--- config.mk ---
export PLATFORM = sky130hd
export DESIGN_NAME = bf16_partial_accumulator
export DESIGN_NICKNAME = d
export VERILOG_FILES = /design/src/rtl/bf16_acc_pkg.sv /design/src/rtl/bf16_round_rne.sv /design/src/rtl/bf16_partial_accumulator.sv
export SDC_FILE = /design/constraint.sdc
export NUM_CORES = 1
export LEC_CHECK = 0
export ABC_CLOCK_PERIOD_IN_PS = 15980
export CORE_AREA = 2 2 127 129
export DETAILED_ROUTE_END_ITERATION = 10
export DIE_AREA = 0 0 129 131
export PLACE_DENSITY = 0.86
export RECOVER_POWER = 50
export SLEW_MARGIN = 0
export SYNTH_ARGS = -nofsm -noshare
export SYNTH_HDL_FRONTEND = slang
export SYNTH_SLANG_ARGS = --single-unit
--- constraint.sdc ---
create_clock -name clk -period 15.98 [get_ports clk]
set_input_delay 1.598 -clock clk [delete_from_list [all_inputs] [get_ports clk]]
set_output_delay 1.598 -clock clk [all_outputs]
set_load 0.005 [all_outputs]
--- src/rtl/bf16_acc_pkg.sv ---
// Shared types and constants for the BF16 partial-sum accumulator.
// Imported by the rounding sub-module and the accumulator top level.
package bf16_acc_pkg;

    typedef struct packed {
        logic       sign;
        logic [7:0] exp;
        logic [6:0] man;
    } bf16_t;

    typedef enum logic {
        S_IDLE = 1'b0,
        S_ACC  = 1'b1
    } acc_state_e;

    localparam logic [15:0] BF16_MAX_POS = 16'h7F7F;
    localparam logic [15:0] BF16_ZERO    = 16'h0000;
    localparam logic [7:0]  EXP_MAX      = 8'd254;

endpackage

--- src/rtl/bf16_round_rne.sv ---
// Rounds a widened sign/exponent/mantissa value to BF16 (round-to-nearest-even).
// Ports: sign_i, exp_i (0 = zero), man_i (normalized, hidden bit at MSB) -> bf16_o.
module bf16_round_rne
    import bf16_acc_pkg::*;
#(
    parameter int ACC_W = 16
) (
    input  logic             sign_i,
    input  logic [7:0]       exp_i,
    input  logic [ACC_W-1:0] man_i,
    output logic [15:0]      bf16_o
);

    localparam int RW = ACC_W - 8;
    localparam logic [RW-1:0] HALF = RW'(1) << (RW - 1);

    logic [7:0]    keep;
    logic [RW-1:0] rest;
    logic          up;
    logic [8:0]    sum9;
    logic [8:0]    e9;
    logic [6:0]    frac;
    bf16_t         res;

    assign keep = man_i[ACC_W-1 -: 8];
    assign rest = man_i[RW-1:0];
    assign up   = (rest > HALF) || ((rest == HALF) && keep[0]);
    assign sum9 = {1'b0, keep} + {8'd0, up};
    // A carry out of the kept bits means the mantissa rolled to 1.0
    assign e9   = {1'b0, exp_i} + {8'd0, sum9[8]};
    assign frac = sum9[8] ? 7'd0 : sum9[6:0];

    always_comb begin
        res = BF16_ZERO;
        if (exp_i == 8'd0) begin
            res = BF16_ZERO;
        end else if (e9 > {1'b0, EXP_MAX}) begin
            res = {sign_i, BF16_MAX_POS[14:0]};
        end else begin
            res.sign = sign_i;
            res.exp  = e9[7:0];
            res.man  = frac;
        end
    end

    assign bf16_o = res;

endmodule

--- src/rtl/bf16_partial_accumulator.sv ---
// Sums K_TILES BF16 beats in a widened accumulator, rounds each group once.
// Ports: clk/rst, din/din_valid in, dout/dout_valid/dout_ready out, beat_cnt, drop_flag.
module bf16_partial_accumulator
    import bf16_acc_pkg::*;
#(
    parameter int K_TILES = 4,
    parameter int ACC_W   = 16
) (
    input  logic                         clk,
    input  logic                         rst,
    input  logic [15:0]                  din,
    input  logic                         din_valid,
    output logic [15:0]                  dout,
    output logic                         dout_valid,
    input  logic                         dout_ready,
    output logic [$clog2(K_TILES+1)-1:0] beat_cnt,
    output logic                         drop_flag
);

    localparam int CW = $clog2(K_TILES + 1);
    localparam logic [CW-1:0] LAST_CNT = CW'(K_TILES - 1);

    acc_state_e       state_q, state_d;
    logic [CW-1:0]    cnt_q, cnt_d;
    logic             acc_s_q, acc_s_d;
    logic [7:0]       acc_e_q, acc_e_d;
    logic [ACC_W-1:0] acc_m_q, acc_m_d;
    logic             fin_s_q, fin_s_d;
    logic [7:0]       fin_e_q, fin_e_d;
    logic [ACC_W-1:0] fin_m_q, fin_m_d;
    logic             fin_v_q, fin_v_d;
    logic [15:0]      dout_q, dout_d;
    logic             dout_v_q, dout_v_d;
    logic             drop_q, drop_d;

    // Input decode: zero exponent is zero, 255 saturates to 254
    bf16_t            din_b;
    logic             in_s;
    logic [7:0]       in_e;
    logic [ACC_W-1:0] in_m;

    assign din_b = din;

    always_comb begin
        in_s = 1'b0;
        in_e = 8'd0;
        in_m = '0;
        if (din_b.exp != 8'd0) begin
            in_s = din_b.sign;
            in_e = (din_b.exp == 8'hFF) ? EXP_MAX : din_b.exp;
            in_m = {1'b1, din_b.man, {(ACC_W-8){1'b0}}};
        end
    end

    // Align, add/subtract, renormalize
    logic             a_big;
    logic             big_s, sml_s;
    logic [7:0]       big_e, sml_e, shamt;
    logic [ACC_W-1:0] big_m, sml_m, sml_al;
    logic [ACC_W:0]   sum;
    logic [7:0]       lz;
    logic             found;
    logic             res_s;
    logic [7:0]       res_e;
    logic [ACC_W-1:0] res_m;

    always_comb begin
        a_big = (acc_e_q > in_e) ||
                ((acc_e_q == in_e) && (acc_m_q >= in_m));
        big_s = a_big ? acc_s_q : in_s;
        big_e = a_big ? acc_e_q : in_e;
        big_m = a_big ? acc_m_q : in_m;
        sml_s = a_big ? in_s : acc_s_q;
        sml_e = a_big ? in_e : acc_e_q;
        sml_m = a_big ? in_m : acc_m_q;
        shamt = big_e - sml_e;
        sml_al = (int'(shamt) >= ACC_W) ? '0 : (sml_m >> shamt);
        if (big_s == sml_s) begin
            sum = {1'b0, big_m} + {1'b0, sml_al};
        end else begin
            sum = {1'b0, big_m} - {1'b0, sml_al};
        end

        lz    = 8'd0;
        found = 1'b0;
        for (int i = ACC_W - 1; i >= 0; i--) begin
            if (!found && sum[i]) begin
                lz    = 8'(ACC_W - 1 - i);
                found = 1'b1;
            end
        end

        res_s = 1'b0;
        res_e = 8'd0;
        res_m = '0;
        if (sum == '0) begin
            res_s = 1'b0;
        end else if (sum[ACC_W]) begin
            // Exponent pins at 255; rounding saturates it anyway
            res_s = big_s;
            res_e = (big_e == 8'hFF) ? 8'hFF : big_e + 8'd1;
            res_m = sum[ACC_W:1];
        end else if ({1'b0, lz} < {1'b0, big_e}) begin
            res_s = big_s;
            res_e = big_e - lz;
            res_m = sum[ACC_W-1:0] << lz;
        end
    end

    // Counter, accumulator and fin capture
    logic             first, last;
    logic             nxt_s;
    logic [7:0]       nxt_e;
    logic [ACC_W-1:0] nxt_m;

    assign first = (cnt_q == '0);
    assign last  = (cnt_q == LAST_CNT);
    assign nxt_s = first ? in_s : res_s;
    assign nxt_e = first ? in_e : res_e;
    assign nxt_m = first ? in_m : res_m;

    always_comb begin
        cnt_d   = cnt_q;
        acc_s_d = acc_s_q;
        acc_e_d = acc_e_q;
        acc_m_d = acc_m_q;
        fin_s_d = fin_s_q;
        fin_e_d = fin_e_q;
        fin_m_d = fin_m_q;
        fin_v_d = 1'b0;
        if (din_valid) begin
            if (last) begin
                fin_s_d = nxt_s;
                fin_e_d = nxt_e;
                fin_m_d = nxt_m;
                fin_v_d = 1'b1;
                cnt_d   = '0;
                acc_s_d = 1'b0;
                acc_e_d = 8'd0;
                acc_m_d = '0;
            end else begin
                acc_s_d = nxt_s;
                acc_e_d = nxt_e;
                acc_m_d = nxt_m;
                cnt_d   = cnt_q + CW'(1);
            end
        end
    end

    always_comb begin
        state_d = state_q;
        unique case (state_q)
            S_IDLE: if (din_valid && !last) state_d = S_ACC;
            S_ACC:  if (din_valid && last)  state_d = S_IDLE;
            default: state_d = S_IDLE;
        endcase
    end

    // Round stage feeding the output register
    logic [15:0] rnd;
    logic        load;

    bf16_round_rne #(
        .ACC_W (ACC_W)
    ) u_round (
        .sign_i (fin_s_q),
        .exp_i  (fin_e_q),
        .man_i  (fin_m_q),
        .bf16_o (rnd)
    );

    assign load = fin_v_q && (!dout_v_q || dout_ready);

    always_comb begin
        dout_d   = load ? rnd : dout_q;
        dout_v_d = load ? 1'b1 : (dout_ready ? 1'b0 : dout_v_q);
        drop_d   = drop_q | (fin_v_q & ~load);
    end

    always_ff @(posedge clk) begin
        if (rst) begin
            state_q  <= S_IDLE;
            cnt_q    <= '0;
            acc_s_q  <= 1'b0;
            acc_e_q  <= 8'd0;
            acc_m_q  <= '0;
            fin_s_q  <= 1'b0;
            fin_e_q  <= 8'd0;
            fin_m_q  <= '0;
            fin_v_q  <= 1'b0;
            dout_q   <= BF16_ZERO;
            dout_v_q <= 1'b0;
            drop_q   <= 1'b0;
        end else begin
            state_q  <= state_d;
            cnt_q    <= cnt_d;
            acc_s_q  <= acc_s_d;
            acc_e_q  <= acc_e_d;
            acc_m_q  <= acc_m_d;
            fin_s_q  <= fin_s_d;
            fin_e_q  <= fin_e_d;
            fin_m_q  <= fin_m_d;
            fin_v_q  <= fin_v_d;
            dout_q   <= dout_d;
            dout_v_q <= dout_v_d;
            drop_q   <= drop_d;
        end
    end

    assign dout       = dout_q;
    assign dout_valid = dout_v_q;
    assign beat_cnt   = cnt_q;
    assign drop_flag  = drop_q;

endmodule
==> parameters.txt, run 1 <==
Parameter                              Value

Outcome
  Outcome ... complete, no violations

Power and ir drop
  Post-layout total power ... 1.496 mW
  Leak pwr ... 3.795 nW
  Relative contribution of the clock network to total power ... 12.7%
  PwrDens ... 161.3 nW/um^2
  Share of total power in combinational logic ... 72.7%
  Sequential cell fraction of total power ... 14.6%
  Switching share of power ... 53.10%
  Net switching power of the design ... 0.7942 mW
  Largest voltage drop on the vdd net ... 0.09793 mV
  Cell internal power dissipation ... 0.7015 mW

Setup path
  Minimum setup slack among reg-to-reg paths ... 3210 ps
  Critical Path Start ... din[8]
  Endpoint type of the worst setup path ... flip-flop
  Number of cells on the worst reg-to-reg path ... 42
  Crit path max-delay cell type ... sky130_fd_sc_hd__ha_1
  CP required ... 16150 ps
  Startpoint kind of the worst setup timing path ... input port
  Maximum single-stage delay on the critical path ... 700 ps
  Maximum fanout encountered on the critical timing path ... 18
  Reg2Reg Launch Point ... acc_e_q[0]$_SDFFE_PP0P_
  Arrival time of data at the critical path endpoint ... 15280 ps
  End of the worst register-to-register path ... acc_m_q[11]$_SDFFE_PP0P_
  Critical setup path kind ... in2reg
  Crit path top cell by count ... sky130_fd_sc_hd__ha_1

Clock network
  Root buffer cell ... sky130_fd_sc_hd__clkbuf_16
  Clock network latency to the later pin of the worst-skew pair ... 340 ps
  H-tree depth ... 3
  Post-CTS clock slew at the launch and capture registers of the worst setup and hold paths ... 60 ps
  CTS Hold Buffers Added ... 0
  Bufs on Longest Clock Path ... 2
  CTS buffer count ... 9
  Post-cts sizing count ... 0
  Clock tree from TritonCTS ... built
  Count of clock tree sinks ... 72
  Setup bufs post-CTS ... 0

Routing
  Vias after detailed routing ... 9400
  Detailed-route DRC error count ... 0
  Starting DRT DRC Count ... 1163
  1st-pass router iterations ... 6
  Routed Wire Length ... 27290 um
  Routed length per placed instance ... 19.55 um
  Vias/cell ... 6.734
  Number of routed nets with antenna violations ... 0

Finish
  Final standard cell utilization of the core ... 59.46%
  Area delta synth->final ... 9.177%
  Ratio of cells with drive above 1 in the final layout ... 6.017%
  Total Nets Final ... 1243
  Total area of multi-input combinational cells ... 6600 um^2
  Layout filler cell count ... 1383
  Register Area ... 1441 um^2
  Diodes inserted ... 0
  Number of non-filler instances in the completed layout ... 1396

Hold path
  Startpoint of the lowest-slack hold path ... fin_m_q[15]$_SDFFE_PP0P_
  Number of cells traversed by the worst hold path ... 2
  Worst hold path endpoint ... fin_m_q[15]$_SDFFE_PP0P_
  Min-Delay Path Class ... reg2reg

Yosys
  Distinct cells, synth ... 89
  Number of warnings issued by yosys ... 0
  Count of flip-flops with a built-in enable after synthesis ... 0
  Most used flip-flop cell after synthesis ... sky130_fd_sc_hd__dfxtp_1
  Avg Inst Size Synth ... 7.235 um^2
  Ys async rst share ... 0%
  Netlist area before placement ... 8494 um^2
  Flip-flop and latch count after synthesis ... 72
  Sequential-to-total area share from yosys stat ... 16.97%
  Cells after Synth ... 1174
  Net Count, Synth ... 1242

Placed design
  Post-Place Worst Slack ... 662.6 ps
  Post-detailed-placement half-perimeter wirelength ... 20630 um
  Port Buffers ... 40
  Final RePlAce weighted congestion ... 0.9661
  Placed cell count ... 1380

Die
  Effective utilization at floorplan ... 54.46%
  Site row count ... 46
  Die boundary height ... 131 um
  Standard cell core area ... 15600 um^2
  Overall die width ... 129 um
  I/O pin count ... 41
  Die area ... 16900 um^2

Timing
  Unrepaired setup endpoints after global routing ... no
  Final critical delay including setup and external delays ... 15110 ps
  Least-Margin Pin Slew ... 1364 ps
  Hold Fails Final Rpt ... 0
  Relative slew slack ... 9.044%
  Highest clock rate ... 0.06618 GHz
  Total count of max-transition violations in the final report ... 0
  Setup-failing EPs final ... 0
  Final setup skew ... 5.968 ps
  Sum of negative setup slack ... 0 ps
  Smallest setup slack after layout ... 868.7 ps
  Final worst path period share ... 94.56%

Global routing
  Initial antenna violation count ... 1
  Pin count of the biggest net entering global routing ... 36
  Global-route wire length before repair ... 43410 um
  Number of global-route vias before repair ... 8470
  GRT Resource Usage Total ... 31.82%
  GRT overflow ... 0

Flow run
  Max-Cap Viols ... 0
power by group through the flow:
stage | clock network [mW] | logic (mW) | registers [mW]
2_1_floorplan | 0 | 0.831 | 0.209
3_3_place_gp | 0 | 1.04 | 0.220
3_5_place_dp | 0 | 1.05 | 0.221
4_1_cts | 0.189 | 1.05 | 0.217
5_1_grt | 0.197 | 1.18 | 0.219
6_report | 0.190 | 1.09 | 0.218
flip-flops by register name (all words and copies together), names as in the netlist, 3 cells and up:
signal and count:
acc_e_q 8, acc_m_q 16, beat_cnt 3, dout 16
fin_e_q 8, fin_m_q 16
placed cells by master, fill, tap and decap left out, types with 17 or more instances in the layout:
cell type	count
sky130_fd_sc_hd__a211oi_1	17
sky130_fd_sc_hd__o211ai_1	19
sky130_fd_sc_hd__nor3_1	40
sky130_fd_sc_hd__a31oi_1	17
sky130_fd_sc_hd__inv_1	56
sky130_fd_sc_hd__nor2_1	100
sky130_fd_sc_hd__o21ai_0	87
sky130_fd_sc_hd__nand2_1	107
sky130_fd_sc_hd__and2_1	20
sky130_fd_sc_hd__dfxtp_1	72
sky130_fd_sc_hd__a21oi_1	97
sky130_fd_sc_hd__dlygate4sd3_1	24
sky130_fd_sc_hd__o31ai_1	19
sky130_fd_sc_hd__xor2_1	23
sky130_fd_sc_hd__nand3_1	36
sky130_fd_sc_hd__mux2i_1	48
sky130_fd_sc_hd__xnor2_1	23
sky130_fd_sc_hd__ha_1	45
area by class of cell:
type	count	share of cell area (%)
multi-input cells	985	71.17
flip-flops and latches	72	15.54
repair buffers	49	5.005
well taps	216	2.914
clock buffers	9	2.428
inverters	58	2.348
clock inverters	7	0.5936
metrics by stage:
stage                     hold WS [ps]  area (um^2)
after global placement           435.4         8985
after detailed placement         447.2         8985
final                            460.2         9274
after CTS                        461.0         9265
after global routing             483.2         9274
after floorplan                  417.3         8494
worst max-delay path by stage:
stage	end	slack [ps]	cells after the start
floorplan	fin_m_q[13]$_SDFFE_PP0P_	3290	51
global placement	acc_m_q[11]$_SDFFE_PP0P_	1160	46
detailed placement	acc_m_q[0]$_SDFFE_PP0P_	660	46
CTS	acc_m_q[11]$_SDFFE_PP0P_	990	45
global route	acc_m_q[11]$_SDFFE_PP0P_	100	46
finish	acc_m_q[11]$_SDFFE_PP0P_	870	46
cell families after synthesis:
kind of cell,synth area share (%)
xor gates and xnor gates,5.126
and+or+nand+nor,23.51
muxes,8.705
DFF,16.97
adders and majority gates,7.247
buffers and inverters,5.479
AOI/OAI and AO/OA,32.97
worst max-delay path: cells and delay by family:
kind / cells / cell delay, ps
multiplexers: 2 / 410
adder cells (fa/ha/maj): 6 / 2050
buffers and inverters: 5 / 1670
AO/OA/AOI/OAI: 18 / 5140
AND/OR/NAND/NOR: 15 / 4370
layer usage:
metal | vias to the layer above | GRT usage [%] | share of wire [%]
met5 | - | 0 | 0.026
met4 | 2 | 13.11 | 3.8
met1 | 4366 | 41.66 | 41
li1 | 4392 | - | -
met2 | 541 | 52.41 | 45
met3 | 99 | 5.130 | 9.5
Yosys cell counts, types with 14 or more instances:
cell,number,area [um^2]
sky130_fd_sc_hd__mux2i_1,48,480.5
sky130_fd_sc_hd__nor2b_1,16,100.1
sky130_fd_sc_hd__a21oi_1,97,485.5
sky130_fd_sc_hd__a22oi_1,14,105.1
sky130_fd_sc_hd__inv_1,56,210.2
sky130_fd_sc_hd__nand3_1,36,180.2
sky130_fd_sc_hd__xor2_1,23,201.4
sky130_fd_sc_hd__nand2b_1,15,93.84
sky130_fd_sc_hd__nor3_1,40,200.2
sky130_fd_sc_hd__o21ai_0,87,435.4
sky130_fd_sc_hd__o31ai_1,19,142.6
sky130_fd_sc_hd__and2_1,21,131.4
sky130_fd_sc_hd__nand2_1,107,401.6
sky130_fd_sc_hd__and3_1,16,100.1
sky130_fd_sc_hd__clkbuf_1,44,165.2
sky130_fd_sc_hd__a211oi_1,17,127.6
sky130_fd_sc_hd__dfxtp_1,72,1441
sky130_fd_sc_hd__a21o_1,15,112.6
sky130_fd_sc_hd__ha_1,46,575.6
sky130_fd_sc_hd__a31oi_1,17,106.4
sky130_fd_sc_hd__xnor2_1,23,201.4
sky130_fd_sc_hd__nor2_1,100,375.4
sky130_fd_sc_hd__o211ai_1,19,142.6
Power figures use the tool's default switching activity.
==> run 2, diff against run 1 <==
CAP_MARGIN = 20   (was unset)
==> run 2 against run 1 <==
Effect of this change:
- total power up 0.32%
- combinational power about the same
- critical path depth unchanged
- final area about the same
- non-clock buffer count up 1
- wire length up 0.34%
- sequential share of layout area about the same
- hold slack better by 3.7 ps
- global-route usage unchanged
==> parameters.txt, run 2 (synthesis results as in run 1) <==
Parameter                              Value

Setup path
  Number of cells on the worst reg-to-reg path ... 42 (unchanged)
  Crit path top cell by count ... sky130_fd_sc_hd__ha_1
  CP required ... 16160 ps (about the same)
  Maximum single-stage delay on the critical path ... 710 ps (about the same)
  Maximum fanout encountered on the critical timing path ... 18 (unchanged)
  Crit path max-delay cell type ... sky130_fd_sc_hd__ha_1
  Arrival time of data at the critical path endpoint ... 15250 ps (-30 ps)
  Endpoint type of the worst setup path ... flip-flop
  Startpoint kind of the worst setup timing path ... input port
  Critical setup path kind ... in2reg

Timing
  Unrepaired setup endpoints after global routing ... no
  Sum of negative setup slack ... 0 ps (unchanged)
  Hold Fails Final Rpt ... 0 (unchanged)
  Final setup skew ... 6.767 ps (+0.7989 ps)
  Setup-failing EPs final ... 0 (unchanged)
  Relative slew slack ... 11.74% (+2.7 points)
  Total count of max-transition violations in the final report ... 0 (unchanged)
  Final critical delay including setup and external delays ... 15070 ps (-36.98 ps)
  Final worst path period share ... 94.33% (-0.23 points)
  Least-Margin Pin Slew ... 1324 ps (-40.41 ps)
  Highest clock rate ... 0.06634 GHz (+0.25%)

Global routing
  Most used routing layer in global routing ... met2
  Pin count of the biggest net entering global routing ... 36 (unchanged)
  Number of global-route vias before repair ... 8470 (unchanged)
  GRT overflow ... 0 (unchanged)
  Met1 layer usage reported by global route ... 41.66% (unchanged)
  Met3 track demand over resource ... 5.130% (unchanged)
  Met2 GRT Util ... 52.41% (unchanged)
  Initial antenna violation count ... 1 (unchanged)
  GRT Resource Usage Total ... 31.82% (unchanged)
  Global-route wire length before repair ... 43410 um (unchanged)

Finish
  Area delta synth->final ... 9.265% (about the same)
  Most common cell after layout, fill and taps aside ... sky130_fd_sc_hd__nand2_1
  Diodes inserted ... 0 (unchanged)
  Ratio of cells with drive above 1 in the final layout ... 6.097% (+0.080 points)
  Total Nets Final ... 1244 (+0.080%)
  Leading cell types in the layout, fill and taps excluded ... 107 x sky130_fd_sc_hd__nand2_1, 100 x sky130_fd_sc_hd__nor2_1, 97 x sky130_fd_sc_hd__a21oi_1

Power and ir drop
  Relative contribution of the clock network to total power ... 12.7% (about the same)
  Post-layout total power ... 1.500 mW (+0.32%)
  Net switching power of the design ... 0.7984 mW (+0.52%)
  Sequential cell fraction of total power ... 14.5% (about the same)
  Switching share of power ... 53.21% (+0.11 points)
  PwrDens ... 161.7 nW/um^2 (+0.24%)
  Largest voltage drop on the vdd net ... 0.09970 mV (+1.8%)
  Leak pwr ... 3.800 nW (+0.12%)
  Cell internal power dissipation ... 0.7021 mW (about the same)
  Share of total power in combinational logic ... 72.7% (about the same)

Placed design
  Post-detailed-placement half-perimeter wirelength ... 20630 um (unchanged)
  Final RePlAce weighted congestion ... 0.9661 (unchanged)
  Port Buffers ... 40 (unchanged)

Die
  Die boundary height ... 131 um (unchanged)
  I/O pin count ... 41 (unchanged)
  Die area ... 16900 um^2 (unchanged)
  Effective utilization at floorplan ... 54.46% (unchanged)
  Standard cell core area ... 15600 um^2 (unchanged)
  Site row count ... 46 (unchanged)
  Overall die width ... 129 um (unchanged)

Routing
  Detailed-route DRC error count ... 0 (unchanged)
  Vias/cell ... 6.723 (-0.16%)
  Number of routed nets with antenna violations ... 0 (unchanged)
  Starting DRT DRC Count ... 1193 (+2.6%)
  Routed length per placed instance ... 19.60 um (+0.27%)
  Vias after detailed routing ... 9392 (-0.085%)
  1st-pass router iterations ... 6 (unchanged)
  Routed Wire Length ... 27380 um (+0.34%)

Clock network
  CTS Hold Buffers Added ... 0 (unchanged)
  Clock tree from TritonCTS ... built
  Clock network latency to the later pin of the worst-skew pair ... 340 ps (about the same)
  CTS buffer count ... 9 (unchanged)
  Count of clock tree sinks ... 72 (unchanged)
  H-tree depth ... 3 (unchanged)
  Root buffer cell ... sky130_fd_sc_hd__clkbuf_16
  Post-CTS clock slew at the launch and capture registers of the worst setup and hold paths ... 60 ps (about the same)
  Bufs on Longest Clock Path ... 2 (unchanged)

Hold path
  Min-Delay Path Class ... reg2reg
  Number of cells traversed by the worst hold path ... 2 (unchanged)

Outcome
  Outcome ... complete, no violations

Flow run
  Max-Cap Viols ... 0 (unchanged)
## run 2: critical path, delay by kind of cell
family                     cells  cell delay (ps)
AOI/OAI and AO/OA             18             5100
adders and majority gates      6             2070
and+or+nand+nor               15             4360
muxes                          2              420
buffers and inverters          5             1650
## run 2: stage by stage
step	area [um^2]	hold slack, ps	worst slack [ps]	std cells	utilization [%]
after floorplan	8494	417.3	3289	1174	-
after global placement	8985	435.4	1160	1380	57.60
after detailed placement	8985	447.2	662.6	1380	57.60
after CTS	9265	461.0	991.6	1396	59.40
after global routing	9281	483.2	103.3	1397	59.51
final	9281	464.0	905.7	1397	59.51
## run 2: final cells by class
type                            instances  area [um^2]
Clock buffer                            9        225.2
Clock inverter                          7        55.05
Fill cell                            1384         6316
Inverter                               58        217.7
Multi-Input combinational cell        985         6600
Sequential cell                        72         1441
Tap cell                              216        270.3
Timing Repair Buffer                   50        471.7
## run 2: path summary, 6_finish.rpt
path	from	slack (ps)	end
worst min register to register	dout[8]$_SDFFE_PP0P_	460	dout[8]$_SDFFE_PP0P_
worst min-delay path	dout[8]$_SDFFE_PP0P_	460	dout[8]$_SDFFE_PP0P_
worst max register to register	acc_e_q[0]$_SDFFE_PP0P_	3250	acc_m_q[11]$_SDFFE_PP0P_
worst max-delay path	din[8]	910	acc_m_q[11]$_SDFFE_PP0P_
## run 2: routing by layer
metal / up-vias / share of wire (%)
met5: - / 0.026
met4: 2 / 3.8
met3: 95 / 9.7
met2: 551 / 45
met1: 4348 / 41
li1: 4396 / -
## run 2: what timing repair did
| item | 4_1_cts | 5_1_grt |
|---|---|---|
| buffers inserted | 0 | 0 |
| resized for setup | 0 | 4 |
| endpoints found under the setup margin | 0 | 44 |
## run 2: power groups by stage
stage | Clock, mW | Combinational (mW) | Sequential, mW
floorplan | 0 | 0.831 | 0.209
global placement | 0 | 1.04 | 0.220
detailed placement | 0 | 1.05 | 0.221
CTS | 0.189 | 1.05 | 0.217
global route | 0.197 | 1.18 | 0.219
finish | 0.191 | 1.09 | 0.218
==> run 3, diff against run 2 <==
CAP_MARGIN = 10   (was 20)
==> results of run 3 <==
Final layout, timing and power as in run 2 (identical DEF).
==> RTL change 1 (settings of run 2) <==
Change the parameter `K_TILES` from 4 to 2.
--- a/src/rtl/bf16_partial_accumulator.sv
+++ b/src/rtl/bf16_partial_accumulator.sv
@@ -3,7 +3,7 @@
 module bf16_partial_accumulator
     import bf16_acc_pkg::*;
 #(
-    parameter int K_TILES = 4,
+    parameter int K_TILES = 2,
     parameter int ACC_W   = 16
 ) (
     input  logic                         clk,
Interface: changed (resized beat_cnt); port bits go from 41 to 40. The function was not compared with the original's and may differ.
==> RTL change 1 against run 2 <==
  * The flow now finishes with violations (max-capacitance violations, max-slew violations)
  * Power down 26%
  * Worst setup slack improved by 200 ps
  * Design area down 1.3%
  * First-iteration DRC count down 16%
  * Count of clock-buffer cells in the layout unchanged
  * Utilization decreased by 0.76 points
  * Via count is 5.6% lower
  * Sequential cell count is 1 lower
  * Area after synthesis fell by 1.4%
  * Routed wire length down 3.4%
  * Global-route usage down 1.2 points
  * Largest cell class unchanged
  * Largest power group unchanged
==> RTL change 1: results (changes against run 2) <==
| Metric | Value |
|---|---|
| Final cell count without fillers | 1353 (-3.1%) |
| Internal reg-to-reg setup slack | 3400 ps (+150 ps) |
| Top cells by count, synth | nor2_1, nand2_1, a21oi_1 |
| Clock latency on the worst-skew pair | 340 ps (about the same) |
| Top Metal Used | met4 |
| Share of post-route cells with drive strength above 1 | 0.0844 (+0.0235) |
| Placed cell count | 1337 (-3.1%) |
| Largest net degree at the start of global routing | 57 (+58%) |
| Status | finished, violations left |
| CP max stage delay | 690 ps (-20 ps) |
| Reg2reg path depth | 45 (+7.1%) |
| Input/output buffers | 39 (-2.5%) |
| Min-delay src | dout[8] |
| Peak supply drop | 58.7 uV (-41%) |
| Fmax | 0.0672 GHz (+1.3%) |
| Vias in the first global route | 8076 (-4.7%) |
| Worst Tran Pin Value | 1680 ps (+355 ps) |
| Total Routing Usage GR | 0.307 (-0.0116) |
| Worst hold path stage count | 2 (unchanged) |
| DRT met1 WL | 11200 microns (-0.88%) |
| Placed wire-length estimate | 20400 microns (-1.3%) |
| P_leak | 3.75 nW (-1.3%) |
| Max-slew violations | 44 (+44) |
| Final hold slack | 448 ps (-16.4 ps) |
| Reg2reg end | acc_e_q[5] |
| # fillers | 1437 (+3.8%) |
| Placed cell areas | 8870 sq um (-1.3%) |
| Max cap viols | 1 (+1) |
| Initial DRC count | 998 (-16%) |
| Worst Hold Path EP | dout[8] |
| Synth area leaders | dfxtp_1, mux2i_1, ha_1 |
| Part of the Yosys area used for sequential elements | 0.170 (about the same) |
| TritonRoute pass-1 iters | 8 (+2) |
| Met2 WL post-DR | 12000 microns (-3.0%) |
| Met3 routed WL | 2240 microns (-15%) |
| Total number of vias | 8867 (-5.6%) |
| Crit-path slowest cell | o31ai_1 |
| Syn_nets | 1200 (-3.4%) |
| GPL Wtd Cong | 1.06 (+9.5%) |
| Worst path arrival time | 15070 ps (-180 ps) |
| Critical path fanouts, max | 56 (+38) |
| Clock Skew | 8.21 ps (+1.44 ps) |
| Failing checks | max-capacitance violations, max-slew violations |
| First-pass GRT wire length | 41600 microns (-4.3%) |
| Wire length per cell | 19.5 microns (-0.28%) |
| Initial antenna violation count | 0 (-1) |
-- RTL change 1: changes by cell type in the layout (fill, tap and decap cells not counted), sizes merged, moves of 9 or more --
| cell | change |
|---|---|
| nor2 | +20 |
| inv | -18 |
| o21ai | -17 |
| a211oi | +15 |
| mux2 | +15 |
| mux2i | +15 |
| a21oi | -14 |
| nor3 | -12 |
| a22o | -11 |
| o211ai | -9 |
-- RTL change 1: metrics by stage --
stage / setup slack (ps) / util
2_1_floorplan: 3620 / -
3_3_place_gp: 1500 / 0.568
3_5_place_dp: 1330 / 0.568
4_1_cts: 1630 / 0.588
5_1_grt: 318 / 0.587
6_report: 1100 / 0.587
-- RTL change 1: cell families (layout without fill, tap and decap cells) --
logic type | count (synthesis) | count (layout) | synth area share
XOR/XNOR | 36 | 36 | 0.0395
flip-flops | 71 | 71 | 0.170
adder cells (fa/ha/maj) | 46 | 46 | 0.0705
buffers and inverters | 105 | 108 | 0.0505
multiplexers | 92 | 92 | 0.120
AND/OR/NAND/NOR | 424 | 424 | 0.250
AO/OA/AOI/OAI | 360 | 360 | 0.300
-- RTL change 1: worst max path at each step --
stage                     startpoint         end  slack (ps)  depth (start not counted)
after floorplan              din[11]  acc_e_q[5]        3620                         48
after global placement       din[11]  acc_e_q[5]        1500                         48
after detailed placement     din[11]  acc_e_q[5]        1330                         49
after CTS                    din[11]  acc_e_q[5]        1630                         48
after global routing          din[8]  fin_e_q[5]         320                         45
final                         din[8]  acc_e_q[5]        1100                         45
-- RTL change 1: cell type report --
cell class | count | area [sq um] | area share
Clock inverter | 6 | 86.3 | 0.00942
Sequential cell | 71 | 1420 | 0.155
Multi-Input combinational cell | 958 | 6530 | 0.712
Inverter | 40 | 150 | 0.0164
Clock buffer | 9 | 225 | 0.0246
Timing Repair Buffer | 53 | 483 | 0.0527
Tap cell | 216 | 270 | 0.0295
-- RTL change 1: metal layers --
metal | global-route usage | vias up
li1 | - | 4215
met1 | 0.408 | 4111
met2 | 0.495 | 458
met3 | 0.0586 | 83
met4 | 0.114 | 0
met5 | 0 | -
-- RTL change 1: worst max-delay path, delay by kind of cell --
| family | cells | cell delay, ps |
|---|---|---|
| AND/OR/NAND/NOR | 17 | 5440 |
| AO/OA/AOI/OAI | 15 | 3790 |
| buffers and inverters | 5 | 1800 |
| adder cells (fa/ha/maj) | 4 | 1340 |
| multiplexers | 2 | 710 |
| XOR/XNOR | 2 | 380 |
-- RTL change 1: power breakdown --
| part | internal (mW) | switching (mW) |
|---|---|---|
| Clock | 0.135 | 0.0760 |
| Combinational | 0.251 | 0.450 |
| Sequential | 0.188 | 0.0169 |
==> RTL change 2 (flow settings as in run 2) <==
Without the edit above. Put one more register stage on the output `beat_cnt`, with the module's reset. The value now appears one clock later. The other outputs are not delayed to match.
--- a/src/rtl/bf16_partial_accumulator.sv
+++ b/src/rtl/bf16_partial_accumulator.sv
@@ -209,7 +209,13 @@
 
     assign dout       = dout_q;
     assign dout_valid = dout_v_q;
-    assign beat_cnt   = cnt_q;
+    always_ff @(posedge clk) begin
+        if (rst) begin
+            beat_cnt <= '0;
+        end else begin
+            beat_cnt <= cnt_q;
+        end
+    end
     assign drop_flag  = drop_q;
 
 endmodule
Check against the original RTL: not equivalent (Yosys sat finds a counterexample within 4 cycles, from zero or initial values and one cycle with rst high).
==> RTL change 2 against run 2 <==
  * The run now ends with max-capacitance violations, max-slew violations left
  * Hold slack worse by 19 ps
  * Maximum frequency rose by 4.1%
  * Area after synthesis decreased by 1.5%
  * Sequential share of layout area is 0.82 points higher
  * Power increased by 7.3%
  * Register-to-register slack improved by 640 ps
  * First-iteration DRC count decreased by 9.4%
  * Worst setup slack improved by 590 ps
  * Design area is 1.1% lower
  * Routed wire length shrank 4.3%
  * Sequential cell count rose by 3
  * Die area did not move
  * Critical endpoint is now fin_m_q[2]
  * Largest power group unchanged
==> RTL change 2: results (changes against run 2) <==
| Metric | Value |
|---|---|
| Largest net degree at the start of global routing | 54 (+50%) |
| GPL Wtd Cong | 1.00 (+3.6%) |
| Input/output buffers | 40 (unchanged) |
| Vias per cell | 6.60 (-1.9%) |
| P_leak | 3.83 nW (+0.69%) |
| Failing checks | max-capacitance violations, max-slew violations |
| Clock Skew | 8.70 ps (+1.94 ps) |
| ANT cells | 0 (unchanged) |
| Initial antenna violation count | 0 (-1) |
| Total Routing Usage GR | 0.305 (-0.0129) |
| Placed wire-length estimate | 19800 microns (-4.2%) |
| Top cells by count, synth | nor2_1, nand2_1, a21oi_1 |
| Wire length per cell | 19.3 microns (-1.7%) |
| Post-Synth XOR/XNOR Area | 0.0440 (-0.00727) |
| Mux cell area share after synthesis | 0.0950 (+0.00795) |
| Reg2reg path depth | 39 (-7.1%) |
| Worst path arrival time | 14600 ps (-650 ps) |
| Critical path fanouts, max | 30 (+12) |
| Synth area leaders | dfxtp_1, ha_1, mux2i_1 |
| Total Nets Final | 1208 (-2.9%) |
| Post-synthesis adder-cell area fraction | 0.0736 (+0.00114) |
| Share of post-route cells with drive strength above 1 | 0.0707 (+0.00978) |
| Initial DRC count | 1081 (-9.4%) |
| Part of the Yosys area used for sequential elements | 0.180 (+0.00985) |
| Compound-Gate Fraction of Synth Area | 0.313 (-0.0167) |
| Worst Tran Pin Value | 2290 ps (+967 ps) |
| Max-slew violations | 54 (+54) |
| Peak supply drop | 83.5 uV (-16%) |
| CP max stage delay | 1040 ps (+330 ps) |
| Vias in the first global route | 8090 (-4.5%) |
| Max cap viols | 1 (+1) |
| Clock Path Buffers | 2 (unchanged) |
| Status | finished, violations left |
| TritonRoute pass-1 iters | 7 (+1) |
| Unique cell type count in the Yosys netlist | 90 (+1.1%) |
| Placed cell areas | 8830 sq um (-1.7%) |
| Internal reg-to-reg setup slack | 3890 ps (+640 ps) |
| First-pass GRT wire length | 41600 microns (-4.3%) |
| Worst setup path endpoint | fin_m_q[2] |
## RTL change 2: changes by cell type in the layout (fill, tap and decap cells not counted), moves of 8 or more
cell     delta
nand3_1    -13
inv_1      -14
a21oi_1    -10
o21ai_0     -9
or2_2       -9
nor3_1      -8
nor2_1     +23
nand2_1    +15
## RTL change 2: cell families (layout without fill, tap and decap cells)
logic type | count (synthesis) | in the layout
AOI/OAI and AO/OA | 379 | 379
and+or+nand+nor | 414 | 414
muxes | 73 | 73
adders and majority gates | 48 | 48
DFF | 75 | 75
xor gates and xnor gates | 42 | 42
buffers and inverters | 117 | 114
## RTL change 2: through the flow
stage	power (mW)	worst slack (ps)	hold WS [ps]	instances
2_1_floorplan	1.09	3230	432	1148
3_3_place_gp	1.33	1970	437	1343
3_5_place_dp	1.33	1580	446	1343
4_1_cts	1.56	1820	453	1359
5_1_grt	1.72	559	478	1361
6_report	1.61	1490	445	1361
## RTL change 2: cell type report
type	instances	area, sq um
clock inverters	7	108
fillers	1392	6410
inverters	43	161
well taps	216	270
flip-flops and latches	75	1500
repair buffers	55	512
multi-input cells	956	6410
clock buffers	9	225
## RTL change 2: how the worst min path moves through the flow
stage / to / slack [ps] / cells past startpoint
2_1_floorplan: fin_m_q[15] / 430 / 2
3_3_place_gp: dout[9] / 440 / 2
3_5_place_dp: dout[8] / 450 / 2
4_1_cts: dout[8] / 450 / 2
5_1_grt: dout[8] / 480 / 2
6_report: dout[8] / 450 / 2
## RTL change 2: worst reg2reg max path, delay by kind of cell, from the launching register on
family          cells  cell delay [ps]
fa+ha+maj           5             2940
flops               1              400
xor+xnor            2              270
simple gates       12             3050
buf+inv             5             1000
compound gates     15             4190
## RTL change 2: power by group
group          internal (mW)  total [mW]  leakage [nW]  switching (mW)
logic                  0.425        1.16          3.06           0.730
clock network          0.140       0.229         0.160          0.0890
registers              0.201       0.226         0.608          0.0244
total                  0.767        1.61          3.83           0.844
## RTL change 2: routing by layer
layer | vias to the layer above | GRT usage | share of wire
li1 | 4254 | - | -
met1 | 4172 | 0.419 | 0.42
met2 | 494 | 0.489 | 0.45
met3 | 58 | 0.0489 | 0.097
met4 | 0 | 0.105 | 0.029
met5 | - | 0 | 0
